$ cat src/rtl/layer_priority_sched_pkg.sv
// Shared types, constants and colour helper for the layer priority scheduler.
package layer_pkg;

  localparam int unsigned DEF_NUM_LAYERS = 6;
  localparam int unsigned IDX_W          = 3;
  localparam int unsigned RGB332_W       = 8;
  localparam int unsigned CH_W           = 8;

  typedef logic [IDX_W-1:0] layer_idx_t;

  localparam layer_idx_t BG_LAYER = 3'd7;

  typedef enum logic [1:0] {
    CFG_IDLE   = 2'd0,
    CFG_STAGED = 2'd1,
    CFG_COMMIT = 2'd2
  } cfg_state_t;

  typedef struct packed {
    logic [CH_W-1:0] red;
    logic [CH_W-1:0] green;
    logic [CH_W-1:0] blue;
  } rgb888_t;

  // Replicate the LSB of each field so full-scale RGB332 maps to 0xFF.
  function automatic rgb888_t rgb332_expand(input logic [RGB332_W-1:0] c);
    rgb888_t px;
    px.red   = {c[7:5], {5{c[5]}}};
    px.green = {c[4:2], {5{c[2]}}};
    px.blue  = {c[1:0], {6{c[0]}}};
    return px;
  endfunction

endpackage

$ cat src/rtl/layer_priority_sched_if.sv
// Pixel, configuration and output bundle of the layer priority scheduler.
interface layer_priority_sched_if
  import layer_pkg::*;
#(
  parameter int unsigned NUM_LAYERS = DEF_NUM_LAYERS
);

  logic                             startOfFrame;
  logic [NUM_LAYERS-1:0]            layerRequest;
  logic [RGB332_W*NUM_LAYERS-1:0]   layerRGB;
  logic [RGB332_W-1:0]              backGroundRGB;
  logic                             cfgValid;
  logic                             cfgReady;
  layer_idx_t                       cfgSlot;
  layer_idx_t                       cfgLayer;
  logic [CH_W-1:0]                  redOut;
  logic [CH_W-1:0]                  greenOut;
  logic [CH_W-1:0]                  blueOut;
  layer_idx_t                       drawnLayer;
  logic [NUM_LAYERS-1:0]            collision;

  modport master (
    output startOfFrame, layerRequest, layerRGB, backGroundRGB,
    output cfgValid, cfgSlot, cfgLayer,
    input  cfgReady, redOut, greenOut, blueOut, drawnLayer, collision
  );

  modport slave (
    input  startOfFrame, layerRequest, layerRGB, backGroundRGB,
    input  cfgValid, cfgSlot, cfgLayer,
    output cfgReady, redOut, greenOut, blueOut, drawnLayer, collision
  );

endinterface

$ cat src/rtl/layer_priority_sched_encoder.sv
// Combinational slot scan: lowest slot whose layer is requesting wins.
module layer_priority_encoder
  import layer_pkg::*;
#(
  parameter int unsigned NUM_LAYERS = DEF_NUM_LAYERS
) (
  input  layer_idx_t [NUM_LAYERS-1:0] prio_table,
  input  logic [NUM_LAYERS-1:0]       req,
  output layer_idx_t                  winner_c,
  output logic                        found_c
);

  logic [7:0] req_ext;

  // Scan from the highest slot down so the lowest matching slot overrides.
  always_comb begin
    req_ext  = 8'(req);
    winner_c = BG_LAYER;
    found_c  = 1'b0;
    for (int s = NUM_LAYERS - 1; s >= 0; s--) begin
      if ((32'(prio_table[s]) < NUM_LAYERS) && req_ext[prio_table[s]]) begin
        winner_c = prio_table[s];
        found_c  = 1'b1;
      end
    end
  end

endmodule

$ cat src/rtl/layer_priority_sched.sv
// Layer priority scheduler with double-buffered priority table committed at frame start.
// Optional collision flags compiled in with `define LAYER_COLLISION_DETECT_EN.
module layer_priority_sched
  import layer_pkg::*;
#(
  parameter int unsigned NUM_LAYERS   = DEF_NUM_LAYERS,
  parameter int unsigned PLAYER_LAYER = 1
) (
  input  logic                   clk,
  input  logic                   reset,
  layer_priority_sched_if.slave  bus
);

  cfg_state_t                  state_q, state_d;
  layer_idx_t [NUM_LAYERS-1:0] shadow_q, shadow_d;
  layer_idx_t [NUM_LAYERS-1:0] active_q, active_d;
  logic                        pend_q, pend_d;
  logic                        cfg_ready_q;
  logic                        cfg_fire_c;
  logic                        slot_ok_c;

  layer_idx_t                  win_c;
  logic                        found_c;
  logic [RGB332_W-1:0]         rgb_sel_c;
  rgb888_t                     px_q;
  layer_idx_t                  drawn_q;

  assign cfg_fire_c = bus.cfgValid & cfg_ready_q;
  assign slot_ok_c  = 32'(bus.cfgSlot) < NUM_LAYERS;

  // Config FSM; pend_q remembers a write that landed in the commit cycle.
  always_comb begin
    state_d  = state_q;
    shadow_d = shadow_q;
    active_d = active_q;
    pend_d   = pend_q;
    if (cfg_fire_c && slot_ok_c) begin
      shadow_d[bus.cfgSlot] = bus.cfgLayer;
    end
    case (state_q)
      CFG_IDLE: begin
        if (cfg_fire_c && slot_ok_c) begin
          state_d = CFG_STAGED;
        end
      end
      CFG_STAGED: begin
        if (bus.startOfFrame) begin
          active_d = shadow_q;
          state_d  = CFG_COMMIT;
          pend_d   = cfg_fire_c && slot_ok_c;
        end
      end
      CFG_COMMIT: begin
        state_d = pend_q ? CFG_STAGED : CFG_IDLE;
        pend_d  = 1'b0;
      end
      default: begin
        state_d = CFG_IDLE;
      end
    endcase
  end

  always_ff @(posedge clk) begin
    if (reset) begin
      state_q     <= CFG_IDLE;
      pend_q      <= 1'b0;
      cfg_ready_q <= 1'b0;
      for (int i = 0; i < NUM_LAYERS; i++) begin
        shadow_q[i] <= layer_idx_t'(i);
        active_q[i] <= layer_idx_t'(i);
      end
    end else begin
      state_q     <= state_d;
      pend_q      <= pend_d;
      cfg_ready_q <= (state_d != CFG_COMMIT);
      shadow_q    <= shadow_d;
      active_q    <= active_d;
    end
  end

  layer_priority_encoder #(
    .NUM_LAYERS (NUM_LAYERS)
  ) u_enc (
    .prio_table (active_q),
    .req        (bus.layerRequest),
    .winner_c   (win_c),
    .found_c    (found_c)
  );

  always_comb begin
    rgb_sel_c = bus.backGroundRGB;
    for (int i = 0; i < NUM_LAYERS; i++) begin
      if (found_c && (32'(win_c) == i)) begin
        rgb_sel_c = bus.layerRGB[RGB332_W*i +: RGB332_W];
      end
    end
  end

  always_ff @(posedge clk) begin
    if (reset) begin
      px_q    <= '0;
      drawn_q <= BG_LAYER;
    end else begin
      px_q    <= rgb332_expand(rgb_sel_c);
      drawn_q <= found_c ? win_c : BG_LAYER;
    end
  end

  assign bus.redOut     = px_q.red;
  assign bus.greenOut   = px_q.green;
  assign bus.blueOut    = px_q.blue;
  assign bus.drawnLayer = drawn_q;
  assign bus.cfgReady   = cfg_ready_q;

`ifdef LAYER_COLLISION_DETECT_EN
  localparam logic [NUM_LAYERS-1:0] PLAYER_MASK = NUM_LAYERS'(1) << PLAYER_LAYER;

  logic [NUM_LAYERS-1:0] coll_q, coll_d;

  // Frame start clears old flags but still records overlaps from that pixel.
  always_comb begin
    coll_d = bus.startOfFrame ? '0 : coll_q;
    if (bus.layerRequest[PLAYER_LAYER]) begin
      coll_d = coll_d | (bus.layerRequest & ~PLAYER_MASK);
    end
  end

  always_ff @(posedge clk) begin
    if (reset) begin
      coll_q <= '0;
    end else begin
      coll_q <= coll_d;
    end
  end

  assign bus.collision = coll_q;
`else
  assign bus.collision = '0;
`endif

endmodule

$ cat src/flat_wrapper.sv
// flat-port wrapper written by rule: the top's interface ports become plain ports
module layer_priority_sched_flat import layer_pkg::*;
#(
  parameter int unsigned NUM_LAYERS   = DEF_NUM_LAYERS,
  parameter int unsigned PLAYER_LAYER = 1
)
  (clk, reset, bus_startOfFrame, bus_layerRequest, bus_layerRGB, bus_backGroundRGB, bus_cfgValid, bus_cfgSlot, bus_cfgLayer, bus_cfgReady, bus_redOut, bus_greenOut, bus_blueOut, bus_drawnLayer, bus_collision);
  layer_priority_sched_if #(.NUM_LAYERS(NUM_LAYERS)) bus_i ();
  input  logic clk;
  input  logic reset;
  input wire logic [$bits(bus_i.startOfFrame)-1:0] bus_startOfFrame;
  input wire logic [$bits(bus_i.layerRequest)-1:0] bus_layerRequest;
  input wire logic [$bits(bus_i.layerRGB)-1:0] bus_layerRGB;
  input wire logic [$bits(bus_i.backGroundRGB)-1:0] bus_backGroundRGB;
  input wire logic [$bits(bus_i.cfgValid)-1:0] bus_cfgValid;
  input wire logic [$bits(bus_i.cfgSlot)-1:0] bus_cfgSlot;
  input wire logic [$bits(bus_i.cfgLayer)-1:0] bus_cfgLayer;
  output wire logic [$bits(bus_i.cfgReady)-1:0] bus_cfgReady;
  output wire logic [$bits(bus_i.redOut)-1:0] bus_redOut;
  output wire logic [$bits(bus_i.greenOut)-1:0] bus_greenOut;
  output wire logic [$bits(bus_i.blueOut)-1:0] bus_blueOut;
  output wire logic [$bits(bus_i.drawnLayer)-1:0] bus_drawnLayer;
  output wire logic [$bits(bus_i.collision)-1:0] bus_collision;
  assign bus_i.startOfFrame = bus_startOfFrame;
  assign bus_i.layerRequest = bus_layerRequest;
  assign bus_i.layerRGB = bus_layerRGB;
  assign bus_i.backGroundRGB = bus_backGroundRGB;
  assign bus_i.cfgValid = bus_cfgValid;
  assign bus_i.cfgSlot = bus_cfgSlot;
  assign bus_i.cfgLayer = bus_cfgLayer;
  assign bus_cfgReady = bus_i.cfgReady;
  assign bus_redOut = bus_i.redOut;
  assign bus_greenOut = bus_i.greenOut;
  assign bus_blueOut = bus_i.blueOut;
  assign bus_drawnLayer = bus_i.drawnLayer;
  assign bus_collision = bus_i.collision;
  layer_priority_sched #(.NUM_LAYERS(NUM_LAYERS), .PLAYER_LAYER(PLAYER_LAYER)) u_core (.clk(clk), .reset(reset), .bus(bus_i));
endmodule
$ cat config.mk
export PLATFORM = sky130hd
export DESIGN_NAME = layer_priority_sched_flat
export DESIGN_NICKNAME = d
export VERILOG_FILES = /design/src/rtl/layer_priority_sched_pkg.sv /design/src/rtl/layer_priority_sched_if.sv /design/src/rtl/layer_priority_sched_encoder.sv /design/src/rtl/layer_priority_sched.sv /design/src/flat_wrapper.sv
export SDC_FILE = /design/constraint.sdc
export NUM_CORES = 1
export LEC_CHECK = 0
export ABC_AREA = 1
export BUFFER_PORTS_ARGS = -buffer_cell sky130_fd_sc_hd__clkbuf_2
export CORE_MARGIN = 2
export CORE_UTILIZATION = 30
export CTS_BUF_LIST = sky130_fd_sc_hd__clkbuf_16
export DETAILED_ROUTE_END_ITERATION = 10
export HOLD_SLACK_MARGIN = 0.12
export RECOVER_POWER = 50
export SLEW_MARGIN = 20
export SYNTH_ARGS = -nofsm -noshare
export SYNTH_HDL_FRONTEND = slang
export SYNTH_SLANG_ARGS = --single-unit
$ cat constraint.sdc
create_clock -name clk -period 3.15 [get_ports clk]
set_clock_uncertainty 0.15 [all_clocks]
set_input_delay 0.63 -clock clk [delete_from_list [all_inputs] [get_ports clk]]
set_output_delay 0.63 -clock clk [all_outputs]
set_load 0.05 [all_outputs]
==> results.md, run 1 <==
* Status: finished, final reports clean
* Period Utilization, post-route at a little under 90%
* Vias at 3,117
* CP Data Required Time at 3.22 ns
* Final Hold Vio Count at 0
* Cell family with most CP delay: simple AND/OR/NAND/NOR gates
* DR iter-0 viols at 96
* Peak supply drop at about 240 µV
* Antenna viol nets, final at 0
* DR WL/cell at 11.8 µm
* Critical Path AT at 2.81 ns
* H-tree levels at 2
* FF-to-FF path depth at 18
* Area share of fa/ha/maj cells after synthesis at 0%
* Root buffer cell: clkbuf_16
* Drt drc at 0
* Compound-cell area share of the yosys netlist at ~15%
* Setup bufs post-CTS at 0
* Clock transition at path regs at 0.07 ns
* Overflow after GRT at 0
* Ys Warns at 0
* Buf+Inv Stages, Crit Path at 5
* Area grow syn2layout at 22.6%
* Post-Synth XOR/XNOR Area at 0%
* Routability cong. at 0.948
* Number of synthesized register bits at 51
* Setup WS post-layout at between 0.4 and 0.5 ns
* Buffers on Ports at between 90 and 100
* Post-Syn Area at 2960 µm²
* Global-route wire length before repair at ~13,000 µm
* Pin slew with the least headroom to its limit at 0.639 ns
* Gate Count Post-Synth at around 470
* CTS hold repair buffers at 0
* Min cycle time layout at 2.74 ns
* Worst path most repeated cell: nand2_1
* Fin cells at about 700
* Final Cell Area at 3630 µm²
* CP startpoint: bus_layerRequest[3]
* Ys flop type: dfxtp_1
* Critical path capture point type: flop
* Largest family of logic cells by synthesized area: simple AND/OR/NAND/NOR gates
* Critical-path top delay cell: a21oi_1
* Ys async rst share at 0%
* Synth Area in Simple Gates at 36.5%
* Vias in the first global route at 2,778
* Die Y at a little over 100 µm
* Layout cell share with drive strength beyond 1 at 23.8%
* Leakage at roughly 1.8 nW
* RR Startpoint: u_core.active_q[1]
* Max_cap viols at 0
* Pwr/cell area at around 460 nW/µm²
* Boundary Pins at ~110
* Final setup violation count at 0
* Dominant cell type by area after synthesis: dfxtp_1
* EDFF count, synth at 0
* Hpwl dp at roughly 6700 µm
* Pre-CTS WS at 0.133 ns
* Inst Count DP at a little under 700
* Initial antenna violation count at 0
* Die area at approximately 11,000 µm²
* Hold Path Class: flop to flop
* Drt total wl at just over 8000 µm
* Sequential share of the synthesized area at between 30% and 40%
* RSZ-0062 raised after global routing: false
* Count of cells resized by post-cts repair at 0
* Slew Viols, Final at 0
* DP Area at 3500 µm²
* Clk_lat worst skew at 0.29 ns
* Critical Path Max Stage Delay at approximately 0.23 ns
* Mux cell area share after synthesis at 0%
* CTS buffer count at 5
* Netlist cell types at 30
* Final nets at 634
* Setup TNS at 0 ns
* Sequential cell area at ~1000 µm²
* Hold depth at 2
* CP Max Fanout at 12
* Multi-input gate area at ~1500 µm²
* Initial Util at 30.6%
* Row count at 36
* Via/cell ratio at 4.48
* Overall Global Routing Usage at ~15%
* Largest net degree at the start of global routing at 27
* Die Width at between 100 and 150 µm
* Synth top area cells: dfxtp_1 (34%), nand2_1 (15%), nand3_1 (9.6%), nor2_1 (7.6%), a21oi_1 (5.9%)
* Filler cell count at approximately 1,100
* Fmax achieved at about 0.36 GHz
* Crit Path Class: input port to flop
* CTS tree: built
* CP Depth at 19
* Crit start category: input port
* Finished Core Util at ~37%
* Antenna diode count at 0
* Initial DRT Pass Iterations at 4
* CTS Sinks at 51
* Max Buffers Root-to-Sink at 2
* Mean Syn Cell Area at roughly 6.3 µm²
* Hold Path Origin: u_core.shadow_q[16]
* Slew headroom at 57.6%
* Post-synth top area share at between 30% and 40%
* Core ar. at approximately 9700 µm²
* CP Cell Sequence: clkbuf_2 -> inv_2 -> a21oi_1 -> o21ai_0 -> a21oi_1 -> or2_1 -> nor2_1 -> nand2_1 -> nand2_1 -> inv_2 -> nand3_2 -> buf_4 -> inv_2 -> nand2_1 -> nand3_1 -> nand2_1 -> nand2_1 -> nand2_1 -> a21oi_1
metrics by stage:
stage | total power [mW] | hold slack (ns)
floorplan | 1.05 | 0.273
global placement | 1.14 | 0.293
detailed placement | 1.14 | 0.303
CTS | 1.71 | 0.314
global route | 1.77 | 0.324
finish | 1.68 | 0.308
layout by cell type, fill, tap and decap left out, types with 3 or more instances in the layout:
| master | netlist | layout |
|---|---|---|
| o21ai_0 | 33 | 33 |
| conb_1 | 1 | 6 |
| nand2_1 | 117 | 117 |
| or2_2 | 6 | 6 |
| clkbuf_1 | 4 | 13 |
| inv_2 | 17 | 17 |
| nor2_1 | 60 | 60 |
| o211ai_1 | 3 | 3 |
| dfxtp_1 | 51 | 51 |
| inv_1 | 39 | 39 |
| clkbuf_2 | 0 | 88 |
| nand4_1 | 4 | 4 |
| clkbuf_16 | 0 | 5 |
| buf_4 | 23 | 6 |
| nand3_1 | 57 | 57 |
| a21oi_1 | 35 | 35 |
layer usage:
metal,up-vias,part of all wire (%),track usage (%)
li1,1677,-,-
met1,1348,48,20.8
met2,81,46,23.9
met3,11,4.1,2.02
met4,0,1.4,4.96
met5,-,0,0
cells in the mapped netlist (all sizes together) (2+ instances only):
cell type / instances
nand4: 4
a21oi: 37
dfxtp: 51
buf: 26
clkbuf: 4
inv: 56
o211ai: 3
nand2: 119
or2: 8
o21ai: 35
o22ai: 2
nor2: 63
clkinv: 2
nand3: 58
worst reg2reg max path: cells and delay by family, from the launching register on:
kind	cells	cell delay, ns
flops	1	0.37
buf+inv	4	0.49
simple gates	10	0.99
compound gates	4	0.62
cells by family (layout without fill, tap and decap cells):
| kind of cell | count (synthesis) | count (layout) |
|---|---|---|
| and+or+nand+nor | 253 | 253 |
| DFF | 51 | 51 |
| AOI/OAI and AO/OA | 80 | 80 |
| buffers and inverters | 88 | 173 |
| other | 1 | 6 |
state kept, by name (all words and copies together), names as in the netlist:
register	flops
u_core.active_q	18
u_core.bus.blueOut	2
u_core.bus.cfgReady	1
u_core.bus.drawnLayer	3
u_core.bus.greenOut	3
u_core.bus.redOut	3
u_core.pend_q	1
u_core.shadow_q	18
u_core.state_q	2
layout make-up:
type                       instances  area share [%]
clock buffer                       5            3.45
clock inverter                     3           0.758
inverter                          58            6.00
multi-input combinational        339            42.4
sequential                        51            28.1
tap                              133            4.58
timing repair buffer             107            14.7
report_power, final:
| part | switching [mW] | leakage [nW] | internal [mW] |
|---|---|---|---|
| clock | 0.259 | 0.0723 | 0.303 |
| combinational | 0.319 | 1.34 | 0.116 |
| sequential | 0.0156 | 0.416 | 0.668 |
path summary, 6_finish.rpt:
path,slack [ns],endpoint
worst max-delay path,0.41,u_core.bus.blueOut[7]
worst min-delay path,0.31,u_core.shadow_q[16]
worst max register to register,0.47,u_core.bus.blueOut[7]
worst min register to register,0.31,u_core.shadow_q[16]
Note: power is estimated with default switching activity, not from simulation.
==> inputs of run 2 (changes only) <==
==> constraint.sdc (replaced) <==
create_clock -name clk -period 3.52 [get_ports clk]
set_clock_uncertainty 0.15 [all_clocks]
set_input_delay 0.704 -clock clk [delete_from_list [all_inputs] [get_ports clk]]
set_output_delay 0.704 -clock clk [all_outputs]
set_load 0.05 [all_outputs]
==> results.md, run 2 (same netlist as run 1, synthesis figures left out) <==
* Initial Util at 30.6% (unchanged)
* Status: finished, final reports clean (unchanged)
* Global-route wire length before repair at 12,900 µm (was 12,800 µm)
* Vias at 3,081 (was 3,117)
* Comb pwr share at 25.6% (was 25.9%)
* Core ar. at 9680 µm² (unchanged)
* Finished Core Util at 36.8% (was 37.5%)
* Leading cell type in the layout, fill and taps excluded: nand2_1 (unchanged)
* Drt drc at 0 (unchanged)
* Inst Count DP at 681 (was 688)
* Top Metal Used: met4 (unchanged)
* Final Hold Vio Count at 0 (unchanged)
* Antenna diode count at 0 (unchanged)
* Pwr/cell area at 418 nW/µm² (was 463 nW/µm²)
* Filler cell count at 1,056 (was 1,064)
* Overflow after GRT at 0 (unchanged)
* Boundary Pins at 106 (unchanged)
* FF-to-FF path depth at 15 (was 18)
* Fmax achieved at 0.334 GHz
* Drt total wl at 8260 µm (was 8240 µm)
* Clock transition at path regs at 0.07 ns (about the same)
* Buffers on Ports at 99 (unchanged)
* Root buffer cell: clkbuf_16 (unchanged)
* Initial DRT Pass Iterations at 4 (unchanged)
* Vias in the first global route at 2,717 (was 2,778)
* Die Width at 103 µm (unchanged)
* Peak supply drop at 192 µV (was 241 µV)
* Largest net degree at the start of global routing at 28 (was 27)
* Critical Path AT at 3.02 ns (was 2.81 ns)
* CTS hold repair buffers at 0 (unchanged)
* R2R setup slack at 0.62 ns (was 0.47 ns)
* Final setup violation count at 0 (unchanged)
* Min cycle time layout at about 3 ns
* Setup bufs post-CTS at 0 (unchanged)
* Fin cells at 689 (was 696)
* Met3 Wirelength at 344 µm (was 336 µm)
* Int Power at 0.962 mW (was 1.09 mW)
* Flop pwr share at 40.9% (was 40.6%)
* CTS tree: built (unchanged)
* Area grow syn2layout at 20.4% (was 22.6%)
* Final nets at 627 (was 634)
* Layout cell share with drive strength beyond 1 at 21.2% (was 23.8%)
* Period Utilization, post-route at ~85%
* Row count at 36 (unchanged)
* Hold depth at 2 (unchanged)
* DR WL/cell at 12.0 µm (was 11.8 µm)
* DR iter-0 viols at 116 (was 96)
* CTS buffer count at 5 (unchanged)
* Hold slack at 0.324 ns (was 0.308 ns)
* Count of cells resized by post-cts repair at 0 (unchanged)
* CP Data Required Time at 3.55 ns (was 3.22 ns)
* Routability cong. at 0.913 (was 0.948)
* Pin slew with the least headroom to its limit at 0.706 ns (was 0.639 ns)
* Setup TNS at 0 ns (unchanged)
* Max_cap viols at 0 (unchanged)
* Met2 wire length at 3810 µm (was 3800 µm)
* Die area at 10,700 µm² (unchanged)
* Most frequent cells in the layout: nand2_1 (117), clkbuf_2 (78), nor2_1 (60) (was nand2_1 (117), clkbuf_2 (88), nor2_1 (60))
* Slew headroom at 52.9% (was 57.6%)
* Max Buffers Root-to-Sink at 2 (unchanged)
* Clock Power Share at 33.5% (about the same)
* Via/cell ratio at 4.47 (was 4.48)
* CTS Sinks at 51 (unchanged)
* Hpwl dp at 6730 µm (was 6720 µm)
* Switching share of power at 35.5% (was 35.3%)
* Clk_lat worst skew at 0.29 ns (about the same)
* Sw power at 0.530 mW (was 0.594 mW)
* Leakage at 1.76 nW (was 1.83 nW)
* Hold Path Class: flop to flop (unchanged)
* Crit start category: input port (unchanged)
* CP Max Fanout at 15 (was 12)
* Slew Viols, Final at 0 (unchanged)
* Antenna viol nets, final at 0 (unchanged)
* Top Registers: u_core.active_q x18, u_core.shadow_q x18 (unchanged)
* Overall Global Routing Usage at 15.0% (was 14.9%)
* Initial antenna violation count at 0 (unchanged)
* M1 wire length at 4010 µm (was 3990 µm)
* H-tree levels at 2 (unchanged)
* RSZ-0062 raised after global routing: false (unchanged)
* Crit Path Class: input port to flop (unchanged)
* Critical path capture point type: flop (unchanged)
* Die Y at 103 µm (unchanged)
run 2: cell count changes in the layout (fill, tap and decap cells not counted), sizes merged:
cell    change
clkbuf      -1
buf         -6
run 2: per-stage QoR:
step,worst slack (ns),total power [mW],instance area (µm²)
after floorplan,0.934,0.937,2980
after global placement,0.280,1.01,3450
after detailed placement,0.284,1.01,3450
after CTS,0.569,1.51,3600
after global routing,0.238,1.56,3570
final,0.527,1.49,3570
run 2: path summary, 6_finish.rpt:
path	start	to
worst max register to register	u_core.active_q[1]	u_core.bus.redOut[5]
worst min register to register	u_core.shadow_q[3]	u_core.shadow_q[3]
worst max-delay path	bus_layerRequest[3]	u_core.bus.redOut[5]
worst min-delay path	u_core.shadow_q[3]	u_core.shadow_q[3]
run 2: area by class of cell:
cell class | count | area, µm² | share of cell area [%]
timing repair buffer | 100 | 473 | 13.3
multi-input combinational | 339 | 1540 | 43.1
tap | 133 | 166 | 4.67
sequential | 51 | 1020 | 28.6
clock inverter | 3 | 25.0 | 0.702
inverter | 58 | 218 | 6.10
clock buffer | 5 | 125 | 3.51
run 2: critical path: stages:
cell,delay [ns]
clkbuf_2,0.10
inv_2,0.06
a21oi_1,0.15
o21ai_0,0.16
a21oi_1,0.25
or2_1,0.20
nor2_1,0.08
nand2_1,0.07
nand2_1,0.10
inv_2,0.21
nand3_2,0.28
or2_2,0.35
nand3_1,0.08
nand3_1,0.07
nand2_1,0.08
a21oi_1,0.07
run 2: per-layer routing:
layer  track usage [%]  vias to the layer above
met1              22.0                     1343
met5                 0                        -
met2              23.9                       78
met4              3.14                        0
met3              1.55                        7
li1                  -                     1653
run 2: power groups by stage:
| stage | Combinational [mW] | Clock, mW | Sequential, mW |
|---|---|---|---|
| final | 0.382 | 0.500 | 0.611 |
| after CTS | 0.389 | 0.509 | 0.612 |
| after floorplan | 0.261 | 0 | 0.676 |
| after global routing | 0.418 | 0.531 | 0.614 |
| after detailed placement | 0.388 | 0 | 0.625 |
| after global placement | 0.388 | 0 | 0.624 |
==> inputs of run 3 (changes only) <==
--- a/config.mk
+++ b/config.mk
@@ -12,7 +12,7 @@
 export CTS_BUF_LIST = sky130_fd_sc_hd__clkbuf_16
 export DETAILED_ROUTE_END_ITERATION = 10
 export HOLD_SLACK_MARGIN = 0.12
-export RECOVER_POWER = 50
+export RECOVER_POWER = 25
 export SLEW_MARGIN = 20
 export SYNTH_ARGS = -nofsm -noshare
 export SYNTH_HDL_FRONTEND = slang
==> results.md, run 3 (same netlist as run 1, synthesis figures left out) <==
* Status: finished, final reports clean (unchanged)
* Antenna diode count at 0 (unchanged)
* Filler cell count at 1,052 (was 1,056)
* Leading cell type in the layout, fill and taps excluded: nand2_1 (unchanged)
* Layout cell share with drive strength beyond 1 at 23.2% (was 21.2%)
* Critical Path Max Stage Delay at 0.36 ns (was 0.35 ns)
* Die area at 10,700 µm² (unchanged)
* CTS tree: built (unchanged)
* CP Max Fanout at 15 (unchanged)
* Root buffer cell: clkbuf_16 (unchanged)
* Initial Util at 30.6% (unchanged)
* Leakage at 1.80 nW (was 1.76 nW)
* Final Hold Vio Count at 0 (unchanged)
* Hold Path Class: flop to flop (unchanged)
* Row count at 36 (unchanged)
* Min cycle time layout at 3.00 ns (was 2.99 ns)
* Hpwl dp at 6730 µm (unchanged)
* CTS Sinks at 51 (unchanged)
* Slew Viols, Final at 0 (unchanged)
* Crit start category: input port (unchanged)
* CTS hold repair buffers at 0 (unchanged)
* Critical Path AT at 3.02 ns (about the same)
* Max_cap viols at 0 (unchanged)
* Setup bufs post-CTS at 0 (unchanged)
* Vias at 3,087 (was 3,081)
* Sequential cell area at 1020 µm² (unchanged)
* Pre-CTS WS at 0.284 ns (unchanged)
* Pin slew with the least headroom to its limit at 0.706 ns (about the same)
* CP Cell Sequence: clkbuf_2 -> inv_2 -> a21oi_1 -> o21ai_0 -> a21oi_1 -> or2_1 -> nor2_1 -> nand2_1 -> nand2_1 -> inv_2 -> nand3_2 -> or2_2 -> nand3_1 -> nand3_1 -> nand2_1 -> a21oi_1 (unchanged)
* Buffers on Ports at 99 (unchanged)
* Antenna viol nets, final at 0 (unchanged)
* Slew headroom at 52.9% (about the same)
* Die Width at 103 µm (unchanged)
* Crit Path Class: input port to flop (unchanged)
* Setup WS post-layout at 0.525 ns (was 0.527 ns)
* Overflow after GRT at 0 (unchanged)
* Boundary Pins at 106 (unchanged)
* CP Data Required Time at 3.55 ns (about the same)
* Die Y at 103 µm (unchanged)
* Top Registers: u_core.active_q x18, u_core.shadow_q x18 (unchanged)
* Peak supply drop at 192 µV (about the same)
* Via/cell ratio at 4.48 (was 4.47)
* Vias in the first global route at 2,717 (unchanged)
* Final nets at 627 (unchanged)
* Clock transition at path regs at 0.07 ns (about the same)
* Most frequent cells in the layout: nand2_1 (117), clkbuf_2 (89), nor2_1 (60) (was nand2_1 (117), clkbuf_2 (78), nor2_1 (60))
* Setup TNS at 0 ns (unchanged)
* CTS buffer count at 5 (unchanged)
* Max Buffers Root-to-Sink at 2 (unchanged)
* Core ar. at 9680 µm² (unchanged)
* Initial antenna violation count at 0 (unchanged)
* Critical-path top delay cell: or2_2 (unchanged)
* Area grow syn2layout at 20.9% (was 20.4%)
* Multi-input gate area at 1540 µm² (unchanged)
* Drt total wl at 8260 µm (about the same)
* Drt drc at 0 (unchanged)
* Initial DRT Pass Iterations at 4 (unchanged)
* DR WL/cell at 12.0 µm (about the same)
* Pwr/cell area at 418 nW/µm² (about the same)
* Largest net degree at the start of global routing at 28 (unchanged)
* H-tree levels at 2 (unchanged)
* Routability cong. at 0.913 (unchanged)
* Count of cells resized by post-cts repair at 0 (unchanged)
* Overall Global Routing Usage at 15.0% (unchanged)
* DR iter-0 viols at 116 (unchanged)
* Global-route wire length before repair at 12,900 µm (unchanged)
* Clk_lat worst skew at 0.29 ns (about the same)
* Fmax achieved at 0.334 GHz (about the same)
* Final setup violation count at 0 (unchanged)
* RSZ-0062 raised after global routing: false (unchanged)
* Period Utilization, post-route at 85.1% (was 85.0%)
* Critical path capture point type: flop (unchanged)
==> run 3: changes by cell type in the layout (fill, tap and decap cells not counted) <==
cell,previous run,this run
clkbuf_1,22,11
clkbuf_2,78,89
==> run 3: area by class of cell <==
| type | count | area share, % |
|---|---|---|
| multi-input cells | 339 | 43.0 |
| flip-flops and latches | 51 | 28.5 |
| repair buffers | 100 | 13.6 |
| inverters | 58 | 6.08 |
| well taps | 133 | 4.65 |
| clock buffers | 5 | 3.49 |
| clock inverters | 3 | 0.699 |
==> run 3: critical path: cells and delay by family <==
family	cells	cell delay [ns]
and+or+nand+nor	9	1.32
AOI/OAI and AO/OA	4	0.63
buffers and inverters	3	0.37
==> run 3: power by group <==
part           internal, mW  switching (mW)  leakage [nW]  total, mW
logic                0.0997           0.286          1.31      0.385
registers             0.597          0.0138         0.416      0.611
clock network         0.269           0.231        0.0708      0.500
total                 0.966           0.531          1.80       1.50
==> run 3: final timing paths <==
check	from	to	slack, ns	depth (start not counted)
worst max-delay path	bus_layerRequest[3]	u_core.bus.redOut[5]	0.52	16
worst min-delay path	u_core.shadow_q[3]	u_core.shadow_q[3]	0.32	2
worst max register to register	u_core.active_q[1]	u_core.bus.redOut[5]	0.62	15
worst min register to register	u_core.shadow_q[3]	u_core.shadow_q[3]	0.32	2
==> run 3: routing by layer <==
layer | wire length, µm | part of all wire [%] | global-route usage, %
met5 | 0 | 0 | 0
met4 | 91 | 1.1 | 3.14
met3 | 382 | 4.6 | 1.55
met2 | 3780 | 46 | 23.9
met1 | 4000 | 48 | 22.0
==> run 3: stage by stage <==
stage | power (mW) | util (%) | hold slack, ns | cell area, µm² | instances
after global routing | 1.57 | 37.0 | 0.346 | 3580 | 689
after global placement | 1.01 | 35.6 | 0.294 | 3450 | 681
after CTS | 1.51 | 37.1 | 0.325 | 3600 | 689
final | 1.50 | 37.0 | 0.323 | 3580 | 689
after floorplan | 0.937 | - | 0.273 | 2980 | 478
after detailed placement | 1.01 | 35.6 | 0.305 | 3450 | 681
